### src/rtl/fp8_mul_normalizer.sv
// Two-stage normalize/round/pack stage for the E4M3 multiply path; also drives the upstream multiplier register enable.
// Define FP8_MUL_SATURATE_EN to saturate overflow to the max finite magnitude instead of producing NaN.
module fp8_mul_normalizer #(
  parameter int LEN   = 4,
  parameter int EXP_W = 4,
  parameter int BIAS  = 7
) (
  input  logic               aclk,
  input  logic               areset,
  input  logic               s_axis_tvalid,
  output logic               s_axis_tready,
  input  logic [2*LEN-1:0]   s_axis_tdata_prod,
  input  logic [EXP_W-1:0]   s_axis_tdata_exp_a,
  input  logic [EXP_W-1:0]   s_axis_tdata_exp_b,
  input  logic               s_axis_tdata_sign,
  input  logic               s_axis_tuser,
  output logic               regenable,
  output logic               m_axis_tvalid,
  input  logic               m_axis_tready,
  output logic [7:0]         m_axis_tdata,
  output logic [2:0]         m_axis_tuser
);

  localparam int P  = 2 * LEN;
  localparam int M  = LEN - 1;
  localparam int EW = EXP_W + 2;
  localparam logic signed [EW-1:0] E_ONE  = EW'(1);
  localparam logic signed [EW-1:0] E_ZERO = EW'(0);
  localparam logic signed [EW-1:0] E_TOP  = EW'((1 << EXP_W) - 1);
`ifdef FP8_MUL_SATURATE_EN
  localparam logic [6:0] OVF_MAG = 7'h7E;
`else
  localparam logic [6:0] OVF_MAG = 7'h7F;
`endif

  logic                 adv1_s, adv2_s;
  logic                 v1_r, v2_r;
  logic                 sign1_r, nan1_r, zero1_r;
  logic [P-1:0]         prod1_r;
  logic signed [EW-1:0] e1_r;
  logic [EW-1:0]        e_sum_s;
  logic [7:0]           tdata_r;
  logic [2:0]           tuser_r;

  logic [M-1:0]         mant_s, mant_rnd_s, mant_fin_s;
  logic                 guard_s, sticky_s, carry_s;
  logic signed [EW-1:0] e_norm_s, e_fin_s;
  logic [7:0]           res_data_s;
  logic [2:0]           res_user_s;

  // Whole path stalls together: no skid buffer, so ready is combinational from downstream.
  assign adv2_s        = !v2_r || m_axis_tready;
  assign adv1_s        = !v1_r || adv2_s;
  assign s_axis_tready = adv1_s;
  assign regenable     = adv1_s;
  assign m_axis_tvalid = v2_r;
  assign m_axis_tdata  = tdata_r;
  assign m_axis_tuser  = tuser_r;

  assign e_sum_s = {2'b00, s_axis_tdata_exp_a} + {2'b00, s_axis_tdata_exp_b} - EW'(BIAS);

  // Normalize, round-to-nearest-even and classify the beat held in stage 1.
  always_comb begin
    mant_s     = '0;
    guard_s    = 1'b0;
    sticky_s   = 1'b0;
    e_norm_s   = e1_r;
    carry_s    = 1'b0;
    mant_rnd_s = '0;
    mant_fin_s = '0;
    e_fin_s    = e1_r;
    res_data_s = 8'h00;
    res_user_s = 3'b000;

    if (prod1_r[P-1]) begin
      mant_s   = prod1_r[P-2 -: M];
      guard_s  = prod1_r[P-LEN-1];
      sticky_s = |prod1_r[P-LEN-2:0];
      e_norm_s = e1_r + E_ONE;
    end else begin
      mant_s   = prod1_r[P-3 -: M];
      guard_s  = prod1_r[P-LEN-2];
      sticky_s = |prod1_r[P-LEN-3:0];
      e_norm_s = e1_r;
    end

    {carry_s, mant_rnd_s} = {1'b0, mant_s} + {{M{1'b0}}, guard_s & (sticky_s | mant_s[0])};

    if (carry_s) begin
      mant_fin_s = '0;
      e_fin_s    = e_norm_s + E_ONE;
    end else begin
      mant_fin_s = mant_rnd_s;
      e_fin_s    = e_norm_s;
    end

    if (nan1_r) begin
      res_data_s = {sign1_r, 7'h7F};
      res_user_s = 3'b100;
    end else if (zero1_r) begin
      res_data_s = {sign1_r, 7'h00};
      res_user_s = 3'b000;
    end else if (e_fin_s <= E_ZERO) begin
      res_data_s = {sign1_r, 7'h00};
      res_user_s = 3'b001;
    end else if ((e_fin_s > E_TOP) || ((e_fin_s == E_TOP) && (&mant_fin_s))) begin
      res_data_s = {sign1_r, OVF_MAG};
      res_user_s = 3'b010;
    end else begin
      res_data_s = {sign1_r, e_fin_s[EXP_W-1:0], mant_fin_s};
      res_user_s = 3'b000;
    end
  end

  // Stage 1 capture: operands, exponent sum and zero detect.
  always_ff @(posedge aclk or posedge areset) begin
    if (areset) begin
      v1_r    <= 1'b0;
      sign1_r <= 1'b0;
      nan1_r  <= 1'b0;
      zero1_r <= 1'b0;
      prod1_r <= '0;
      e1_r    <= '0;
    end else if (adv1_s) begin
      v1_r    <= s_axis_tvalid;
      sign1_r <= s_axis_tdata_sign;
      nan1_r  <= s_axis_tuser;
      zero1_r <= (s_axis_tdata_prod[P-1:P-2] == 2'b00);
      prod1_r <= s_axis_tdata_prod;
      e1_r    <= e_sum_s;
    end else begin
      v1_r    <= v1_r;
    end
  end

  // Stage 2 output register; holds while downstream stalls.
  always_ff @(posedge aclk or posedge areset) begin
    if (areset) begin
      v2_r    <= 1'b0;
      tdata_r <= 8'h00;
      tuser_r <= 3'b000;
    end else if (adv2_s) begin
      v2_r    <= v1_r;
      tdata_r <= res_data_s;
      tuser_r <= res_user_s;
    end else begin
      v2_r    <= v2_r;
    end
  end

endmodule

### config.mk
export PLATFORM = sky130hd
export DESIGN_NAME = fp8_mul_normalizer
export DESIGN_NICKNAME = d
export VERILOG_FILES = /design/src/rtl/fp8_mul_normalizer.sv
export SDC_FILE = /design/constraint.sdc
export NUM_CORES = 1
export LEC_CHECK = 0
export ABC_AREA = 1
export CORE_ASPECT_RATIO = 0.9
export CORE_MARGIN = 8
export CORE_UTILIZATION = 52
export CTS_CLUSTER_SIZE = 12
export DETAILED_ROUTE_END_ITERATION = 12
export PLACE_DENSITY = 0.8
export SLEW_MARGIN = 20
export SYNTH_ARGS = -nofsm -noshare
export SYNTH_HDL_FRONTEND = slang
export SYNTH_SLANG_ARGS = --single-unit
### constraint.sdc
create_clock -name aclk -period 3.38 [get_ports aclk]
set_input_delay 0.338 -clock aclk [delete_from_list [all_inputs] [get_ports aclk]]
set_output_delay 0.338 -clock aclk [all_outputs]
set_load 0.01 [all_outputs]
==> flow_metrics.tcl <==
set metrics [dict create \
    status "complete, no violations" \
    dr.pass1.iters 4 \
    die_h_um 73.7 \
    ioPinCount 36 \
    path_clk_slew_ps 70 \
    pwr-share-comb 0.372 \
    area_growth_pct 25.0 \
    avgRoutedWirePerCell_um 11.3 \
    cts.path.max_buffers 2 \
    syn_avg_cell_area_um2 7.39 \
    drt_wl_total_um 3910 \
    layout-drive-gt1-share 0.130 \
    vias 1718 \
    finalHoldViolCount 0 \
    worst_pin_slew_ps 651 \
    slew_headroom 0.564 \
    gp_congestion 0.868 \
    p_sw_mw 0.440 \
    antenna_found_initial 0 \
    core_area_um2 3630 \
    fin_skew_ps 6.36 \
    drtIter0Drc 74 \
    antennaDiodeCount 0 \
    fill_cells 309 \
    grt_pass1_wl_um 6980 \
    via_per_inst 4.98 \
    critPathSlowestCell "dfrtp_1" \
    grt_pass1_vias 1694 \
    die_area_um2 5900 \
    worstSetupEndpointType "flip-flop" \
    crit_fanout 14 \
    cts_buffers 5 \
    grt_remaining_overflow 0 \
    htreeDepth 2 \
    cap_violations 0 \
    clkPwrFrac 0.253 \
    fin_tns_setup_ps 0 \
    crit_type "flip-flop to flip-flop" \
    p_per_area_nw_per_um2 506 \
    crit_required_ps 3520 \
    r2r-start "prod1_r[7]" \
    worstPathCellList "o21ai_0 > a2111oi_0 > a211oi_1 > ha_1 > ha_1 > nand3b_1 > nand3_1 > nor2_1 > nand2_1 > nor2_1 > nand2_1 > nand2_1 > nand2_2 > nand2_1 > nand2_2 > a21oi_1" \
    max_freq_mhz 367 \
    cts_hold_buf 0 \
    r2r_slack_ps 650 \
    synth_area_um2 1920 \
    postRouteAntennaNets 0 \
    synth_cells 260 \
    start_kind "flip-flop" \
    crit_path_max_incr_delay_ps 580 \
    synth_cell_types 31 \
    crit_arrival_ps 2870 \
    die_w_um 80.1 \
    clkSinkCount 30 \
    synth_seq_cells 30 \
    track_usage 0.147 \
    multi_input_area_um2 993 \
    setup_viol 0 \
    seq_area_frac_synth 0.391 \
    p_sw_frac 0.362 \
    nets 332 \
    p_leak_nw 1.21 \
    grt_start_max_net_pins 31 \
    crit_start "prod1_r[7]" \
    crit_family "simple AND/OR/NAND/NOR gates" \
    p_total_mw 1.22 \
    crit_path_frequent_cell "nand2_1" \
    initial_utilization 0.530 \
    yosys_warnings 0 \
    cts_tree "built" \
    postCtsSetupRepairBufs 0 \
    hold_path.class "primary input to async pin" \
    clkLatencyLatePin_ps 290 \
    internal_power_mw 0.776 \
    ir_worst_vdd_v 0.000283 \
    min_period_over_period 0.807 \
    rsz0062_at_grt "no" \
    synth_fp_nets 294 \
    min_period_ps 2730 \
    drt_drc_violations_left 0 \
    cp_num_buf_inv 0 \
    io_buffer_count 35 \
    register_area_um2 751 \
    cts_resized 0 \
    fp-row-count 21 \
    cts_root_buffer "clkbuf_8" \
    dpl.hpwl_um 3080 \
    seqPwrFrac 0.375 \
    drv_slew 0 \
]
kinds of logic after synthesis:
kind of cell,Yosys count,share of synthesized area
AND/OR/NAND/NOR,149,0.360
buffers and inverters,43,0.0924
flip-flops,30,0.391
AO/OA/AOI/OAI,25,0.0703
adder cells (fa/ha/maj),12,0.0820
XOR/XNOR,1,0.00456
synthesized netlist by cell type:
master / n / share of area
nand2_1: 83 / 0.16
inv_1: 32 / 0.063
dfrtp_1: 30 / 0.39
nor2_1: 22 / 0.043
nand3_1: 14 / 0.036
o21ai_0: 13 / 0.034
ha_1: 11 / 0.072
nand2_2: 11 / 0.036
a21oi_1: 7 / 0.018
clkbuf_1: 3 / 0.0059
inv_2: 3 / 0.0059
nand3_2: 3 / 0.016
nor2_2: 3 / 0.0098
or2_2: 3 / 0.0098
buf_4: 2 / 0.0078
nand2_4: 2 / 0.012
nand3b_1: 2 / 0.0078
nand4_1: 2 / 0.0065
nor3_1: 2 / 0.0052
a2111oi_0: 1 / 0.0046
a211oi_1: 1 / 0.0039
buf_6: 1 / 0.0059
clkinv_1: 1 / 0.0020
clkinv_2: 1 / 0.0026
fa_1: 1 / 0.010
nor2_4: 1 / 0.0059
nor2_8: 1 / 0.010
o21a_1: 1 / 0.0039
o21ai_1: 1 / 0.0026
o22ai_1: 1 / 0.0033
xnor2_1: 1 / 0.0046
placed cells by master, fill, tap and decap left out, types with 7 or more instances in the layout:
master,n
nand3_1,14
a21oi_1,7
nand2_2,11
nor2_1,22
ha_1,11
nand2_1,83
clkdlybuf4s50_1,35
dfrtp_1,30
o21ai_0,13
inv_1,31
power groups by stage:
stage	registers [mW]	logic (mW)	clock network (mW)
6_report	0.456	0.452	0.308
5_1_grt	0.464	0.516	0.330
4_1_cts	0.457	0.455	0.313
3_5_place_dp	0.464	0.453	0
3_3_place_gp	0.461	0.444	0
2_1_floorplan	0.469	0.297	0
worst reg2reg max path, cell delays in order (launching register included):
cell and delay [ps]:
dfrtp_1 580, o21ai_0 210, a2111oi_0 380, a211oi_1 90, ha_1 250, ha_1 210, nand3b_1 180, nand3_1 90
nor2_1 40, nand2_1 60, nor2_1 40, nand2_1 60, nand2_1 70, nand2_2 120, nand2_1 80, nand2_2 60
a21oi_1 60
metrics by stage:
step	instance area, um2	utilization	std cells	hold WS, ps	setup slack (ps)
2_1_floorplan	1920	-	260	423	1030
3_3_place_gp	2310	0.636	337	434	654
3_5_place_dp	2310	0.636	337	436	674
4_1_cts	2400	0.663	345	451	659
5_1_grt	2400	0.663	345	495	302
6_report	2400	0.663	345	438	653
flip-flops by register name, summed over array words and instances (netlist names):
register / cells
m_axis_tdata: 8
prod1_r: 8
e1_r: 6
m_axis_tuser: 3
m_axis_tvalid: 1
nan1_r: 1
sign1_r: 1
v1_r: 1
zero1_r: 1
cell type report:
| type | count | share of cell area |
|---|---|---|
| multi-input cells | 187 | 0.414 |
| clock buffers | 6 | 0.0344 |
| well taps | 46 | 0.0240 |
| flip-flops and latches | 30 | 0.313 |
| clock inverters | 2 | 0.00521 |
| inverters | 37 | 0.0583 |
| repair buffers | 37 | 0.152 |
metal layers:
metal	part of all wire	track usage	routed length, um
met5	0	0	0
met4	0.014	0.0544	53
met3	0.051	0.0452	198
met2	0.47	0.244	1850
met1	0.46	0.174	1810
final timing paths:
kind / endpoint / depth (start not counted)
max: m_axis_tdata[0] / 16
min: m_axis_tuser[0] / 2
max reg2reg: m_axis_tdata[0] / 16
min reg2reg: m_axis_tvalid / 2
max in group asynchronous: e1_r[3] / 2
min in group aclk: m_axis_tvalid / 2
(Power assumes the default switching activity.)
